<file path="config.mk">
export PLATFORM = sky130hd
export DESIGN_NAME = comp_4in
export DESIGN_NICKNAME = d
export VERILOG_FILES = /design/src/rtl/comp_4in_pkg.sv /design/src/rtl/comp_4in_comp_2in.sv /design/src/rtl/comp_4in.sv
export SDC_FILE = /design/constraint.sdc
export NUM_CORES = 1
export LEC_CHECK = 0
export ABC_AREA = 0
export CAP_MARGIN = 25
export CORE_UTILIZATION = 40
export DETAILED_ROUTE_END_ITERATION = 8
export PLACE_DENSITY = 0.8
export SLEW_MARGIN = 20
export SYNTH_ARGS = -nofsm -noshare
export SYNTH_HDL_FRONTEND = slang
export SYNTH_SLANG_ARGS = --single-unit
</file>
<file path="constraint.sdc">
create_clock -name vclk -period 4.7
set_input_delay 0.47 -clock vclk [all_inputs]
set_output_delay 0.47 -clock vclk [all_outputs]
set_load 0.03 [all_outputs]
</file>
<file path="src/rtl/comp_4in_pkg.sv">
// Shared constants for the comp_4in max-selector leaf.
package comp_4in_pkg;
  localparam int DEF_WIDTH = 19;
  localparam int INDEX_W   = 4;
endpackage

</file>
<file path="src/rtl/comp_4in_comp_2in.sv">
// Two-way unsigned max with one-hot tag; equality keeps the first operand.
module comp_2in
  import comp_4in_pkg::*;
#(
  parameter int p_width = DEF_WIDTH
) (
  input  logic [p_width-1:0] a_val,
  input  logic [INDEX_W-1:0] a_tag,
  input  logic [p_width-1:0] b_val,
  input  logic [INDEX_W-1:0] b_tag,
  output logic [p_width-1:0] max_val,
  output logic [INDEX_W-1:0] max_tag
);
  logic a_wins;

  assign a_wins  = (a_val >= b_val);
  assign max_val = a_wins ? a_val : b_val;
  assign max_tag = a_wins ? a_tag : b_tag;
endmodule

</file>
<file path="src/rtl/comp_4in.sv">
// Four-input unsigned max selector with one-hot winner index (priority a>b>c>d).
module comp_4in
  import comp_4in_pkg::*;
#(
  parameter int p_width   = DEF_WIDTH,
  parameter bit p_reg_out = 1'b0
) (
  input  logic               i_clk,
  input  logic               i_rst_n,
  input  logic [p_width-1:0] i_a,
  input  logic [p_width-1:0] i_b,
  input  logic [p_width-1:0] i_c,
  input  logic [p_width-1:0] i_d,
  output logic [p_width-1:0] o_result,
  output logic [INDEX_W-1:0] o_index
);
  logic [p_width-1:0] ab_val, cd_val, fin_val;
  logic [INDEX_W-1:0] ab_tag, cd_tag, fin_tag;
  logic               nonzero;
  logic [INDEX_W-1:0] comb_index;

  comp_2in #(.p_width(p_width)) u_ab (
    .a_val(i_a), .a_tag(4'b0001), .b_val(i_b), .b_tag(4'b0010),
    .max_val(ab_val), .max_tag(ab_tag)
  );

  comp_2in #(.p_width(p_width)) u_cd (
    .a_val(i_c), .a_tag(4'b0100), .b_val(i_d), .b_tag(4'b1000),
    .max_val(cd_val), .max_tag(cd_tag)
  );

  // a/b side is the first operand so it keeps the win on equality
  comp_2in #(.p_width(p_width)) u_fin (
    .a_val(ab_val), .a_tag(ab_tag), .b_val(cd_val), .b_tag(cd_tag),
    .max_val(fin_val), .max_tag(fin_tag)
  );

  // all-zero inputs mean "no winner"; fin_val is already 0 in that case
  assign nonzero    = |{i_a, i_b, i_c, i_d};
  assign comb_index = nonzero ? fin_tag : '0;

  generate
    if (p_reg_out) begin : g_reg
      always_ff @(posedge i_clk or negedge i_rst_n) begin
        if (!i_rst_n) begin
          o_result <= '0;
          o_index  <= '0;
        end else begin
          o_result <= fin_val;
          o_index  <= comb_index;
        end
      end
    end else begin : g_comb
      logic unused_clk_rst;
      assign unused_clk_rst = i_clk ^ i_rst_n;
      assign o_result       = fin_val;
      assign o_index        = comb_index;
    end
  endgenerate
endmodule

</file>
==> results of run 1 <==
-- through the flow --
stage	std cells	hold slack, ps	cell area [sq um]	worst slack, ps	setup TNS (ps)
after detailed placement	645	1950	4660	-794	-16010
after global placement	645	1930	4660	-553	-11010
after floorplan	335	1240	2570	7.77	0
-- Yosys cell counts, types with 2 or more instances --
cell type	number
sky130_fd_sc_hd__o21ai_1	3
sky130_fd_sc_hd__a21oi_1	32
sky130_fd_sc_hd__nand2_1	28
sky130_fd_sc_hd__and4_1	2
sky130_fd_sc_hd__a211oi_1	4
sky130_fd_sc_hd__ha_1	56
sky130_fd_sc_hd__buf_1	2
sky130_fd_sc_hd__a22oi_1	2
sky130_fd_sc_hd__a21o_1	7
sky130_fd_sc_hd__o21ai_0	6
sky130_fd_sc_hd__mux2i_1	21
sky130_fd_sc_hd__a211o_1	2
sky130_fd_sc_hd__nor3_1	4
sky130_fd_sc_hd__nor2b_1	2
sky130_fd_sc_hd__nor2_1	25
sky130_fd_sc_hd__inv_1	60
sky130_fd_sc_hd__nand4_1	9
sky130_fd_sc_hd__nor4_1	20
sky130_fd_sc_hd__nand3_1	6
sky130_fd_sc_hd__clkbuf_1	6
sky130_fd_sc_hd__o21a_1	19
sky130_fd_sc_hd__buf_6	2
sky130_fd_sc_hd__a221oi_1	2
-- cell families after synthesis --
kind of cell             share of synthesized area [%]
AND/OR/NAND/NOR                                   22.1
AO/OA/AOI/OAI                                     24.4
buffers and inverters                             12.3
adder cells (fa/ha/maj)                           31.5
multiplexers                                      9.80
==> metrics.txt, run 1 <==
result of the run=aborted with a tool error; last stage reached=clock tree synthesis; stop err=[ERROR DPL-0033] detailed placement checks failed during check placement.; netlist area before placement=2260 sq um; unique cell type count in the Yosys netlist=38; number of I/O pins=101; biggest area contributors in the synthesized netlist=sky130_fd_sc_hd__ha_1 (31%), sky130_fd_sc_hd__inv_1 (10%), sky130_fd_sc_hd__mux2i_1 (9.3%); half-perimeter wire length after detailed placement=9.62 mm; share of the synthesized area in the top cell type=31.0%; sequential share of the synthesized area=0%; cell taking the most area after synthesis=sky130_fd_sc_hd__ha_1; Die Wd=77.2 um; count of hold buffers inserted by post-cts repair=0; die height=77.2 um; number of input and output port buffers inserted=99; final estimated routing congestion in global placement=0.931; CTS resizes=223; post-synthesis net count=469; cells after synthesis=335; Std-Cell Rows=27; number of warnings issued by yosys=0; starting utilization of the core area=41.3%; syn_area_per_cell=6.75 sq um; buffer count from post-CTS setup fixing=24
==> run 2, diff against run 1 <==
--- a/config.mk
+++ b/config.mk
@@ -9,7 +9,7 @@
 export CAP_MARGIN = 25
 export CORE_UTILIZATION = 40
 export DETAILED_ROUTE_END_ITERATION = 8
-export PLACE_DENSITY = 0.8
+export PLACE_DENSITY_LB_ADDON = 0.15
 export SLEW_MARGIN = 20
 export SYNTH_ARGS = -nofsm -noshare
 export SYNTH_HDL_FRONTEND = slang
==> constraint.sdc (replaced) <==
create_clock -name vclk -period 6.1
set_input_delay 0.61 -clock vclk [all_inputs]
set_output_delay 0.61 -clock vclk [all_outputs]
set_load 0.03 [all_outputs]
==> run 2 against run 1 <==
The run now ends clean. Area after synthesis is the same. Synthesized cell count is the same.
==> metrics.txt, run 2 <==
die height=77.2 um (unchanged); cell taking the most area after synthesis=sky130_fd_sc_hd__ha_1 (unchanged); netlist area before placement=2260 sq um (unchanged); largest vdd supply drop=0.104 mV; drc violations=0; standby leakage power=1.77 nW; number of cells in the finished layout apart from fillers=507; time the worst path needs with I/O delays and setup=5850 ps; dominant combinational cell family by area after synthesis=adder cells (unchanged); final max-slew violation count=0; most common cell after layout, fill and taps aside=sky130_fd_sc_hd__clkdlybuf4s50_1; post-synthesis net count=469 (unchanged); number of global-route vias before repair=2,740; share of the synthesized area in the top cell type=31.0% (unchanged); most frequent cells after synthesis=sky130_fd_sc_hd__inv_1 (60), sky130_fd_sc_hd__ha_1 (56), sky130_fd_sc_hd__a21oi_1 (32), sky130_fd_sc_hd__nand2_1 (28), sky130_fd_sc_hd__nor2_1 (25) (unchanged); iteration count of the initial detailed-routing pass=4; synthesized-area fraction occupied by and/or/nand/nor cells=22.1% (unchanged); met3 usage in global routing=1.90%; unique cell type count in the Yosys netlist=38 (unchanged); cells after synthesis=335 (unchanged); met2 GRT Util=48.8%; number of clock buffers in the layout=0; area added between synthesis and finish=50.0%; number of input and output port buffers inserted=99 (unchanged); register area=0 sq um; syn_area_per_cell=6.75 sq um (unchanged); number of I/O pins=101 (unchanged); power density of the placed cells=161 nW/um^2; final global-route overflow total=0; data arrival at the endpoint of the critical path=5240 ps; Std-Cell Rows=27 (unchanged); Iteration-0 DRC Markers=113; XOR/XNOR share of the synthesized area=0% (unchanged); most numerous cell in the Yosys netlist=sky130_fd_sc_hd__inv_1 (unchanged); remaining max-slew budget at the tightest pin=55.8%; final net count=571; result of the run=finished, final reports clean (was aborted with a tool error); wire length per cell=15.3 um; biggest area contributors in the synthesized netlist=sky130_fd_sc_hd__ha_1 (31%), sky130_fd_sc_hd__inv_1 (10%), sky130_fd_sc_hd__mux2i_1 (9.3%) (unchanged); FMAX=0.171 GHz; path type of the worst setup path=in2out; period utilization=95.9%; synthesized-area fraction occupied by adder cells=31.5% (unchanged); total design power=0.000546 W; number of cells in the design after placement=507 (was 645); overall global routing resource usage=25.9%; Placeable Area=5470 sq um; post-route ant nets=0; Die Wd=77.2 um (unchanged); starting utilization of the core area=41.3% (unchanged); half-perimeter wire length after detailed placement=6.84 mm (was 9.62 mm); overall die area=5960 sq um; RSZ-0062 raised after global routing=yes; Worst Path Max Fanout=13; number of warnings issued by yosys=0 (unchanged); kind of capture point of the worst setup path=output pin; fraction of layout instances using a drive strength above 1=8.74%; commonest non-fill, non-tap cells in the layout=sky130_fd_sc_hd__clkdlybuf4s50_1 (77), sky130_fd_sc_hd__inv_1 (60), sky130_fd_sc_hd__ha_1 (56), sky130_fd_sc_hd__a21oi_1 (32), sky130_fd_sc_hd__nand2_1 (28); required arrival time at the worst endpoint=5490 ps; kind of path behind the tightest hold check=in2out; count of endpoints failing setup in the final report=0; total routed wirelength=7.76 mm; sequential share of the synthesized area=0% (unchanged); reported max-cap violation count=0; initial antenna violation count=0; largest net degree at the start of global routing=29; number of sequential storage elements=0; actual transition at the worst max-transition pin=661 ps; mux cell area share after synthesis=9.80% (unchanged); buffer count from post-CTS setup fixing=0 (was 24); wire length of the first global-routing pass=12.5 mm; met1 GRT Util=32.0%; Final Hold Viols=0; category of the worst setup path launch point=primary input; number of antenna repair diodes=0; via count of the routed design=2,810; DR vias/cell=5.54; compound-gate portion of the synthesized area=24.3% (unchanged); final estimated routing congestion in global placement=0.924 (was 0.931); Most Used Layer, Global Route=met2
[run 2: through the flow]
stage / instance area, sq um / setup slack, ps / setup TNS (ps) / hold slack [ps] / util (%)
6_report: 3390 / 251 / 0 / 2110 / 62.0
3_5_place_dp: 3350 / 154 / 0 / 2110 / 61.3
4_1_cts: 3350 / 131 / 0 / 2120 / 61.3
5_1_grt: 3390 / -45.0 / -299 / 2160 / 62.0
3_3_place_gp: 3350 / 190 / 0 / 2110 / 61.3
2_1_floorplan: 2260 / 704 / 0 / 1590 / -
[run 2: routing by layer]
metal  share of wire [%]  up-vias
met1                  42     1281
met4                 1.5        0
met5                   0        -
li1                    -     1416
met2                  49      103
met3                 7.5       10
[run 2: cell type report]
cell class                 count  area [sq um]
fill                         546          2080
inverter                      60           225
multi-input combinational    265          2020
tap                           72          90.1
timing repair buffer         110          1050
[run 2: power breakdown]
part	internal [W]	leakage, nW	switching, W	total (W)
clock	0	0	0	0
sequential	0	0	0	0
combinational	0.000244	1.77	0.000302	0.000546
[run 2: what timing repair did]
item,CTS,global route
setup endpoints to repair,0,22
resized for setup,0,9
hold buffers,0,0
[run 2: kinds of logic after synthesis]
logic type,Yosys count
AOI/OAI and AO/OA,85
adders and majority gates,57
and+or+nand+nor,101
buffers and inverters,70
muxes,22
[run 2: final timing paths]
kind / from / to / slack (ps) / cells after the start
hold / removal: i_b[7] / o_result[7] / 2110 / 5
setup / recovery: i_a[0] / o_result[18] / 250 / 23
[run 2: critical path, stage by stage]
cell                              delay (ps)
sky130_fd_sc_hd__clkdlybuf4s50_1         520
sky130_fd_sc_hd__inv_1                    60
sky130_fd_sc_hd__ha_1                    270
sky130_fd_sc_hd__nand2b_1                140
sky130_fd_sc_hd__a211o_1                 310
sky130_fd_sc_hd__a211oi_2                250
sky130_fd_sc_hd__buf_4                   150
sky130_fd_sc_hd__o311ai_4                220
sky130_fd_sc_hd__nand2_1                 130
sky130_fd_sc_hd__o21a_1                  140
sky130_fd_sc_hd__inv_1                    50
sky130_fd_sc_hd__ha_1                    290
sky130_fd_sc_hd__nor2b_1                 140
sky130_fd_sc_hd__o21a_1                  160
sky130_fd_sc_hd__o21ai_1                 130
sky130_fd_sc_hd__a21oi_1                  80
sky130_fd_sc_hd__a311oi_1                320
sky130_fd_sc_hd__buf_4                   180
sky130_fd_sc_hd__maj3_2                  180
sky130_fd_sc_hd__o31a_1                  230
sky130_fd_sc_hd__buf_4                   240
sky130_fd_sc_hd__mux2i_1                 240
sky130_fd_sc_hd__buf_4                   190
No activity file was read; power rests on OpenSTA's default activity.
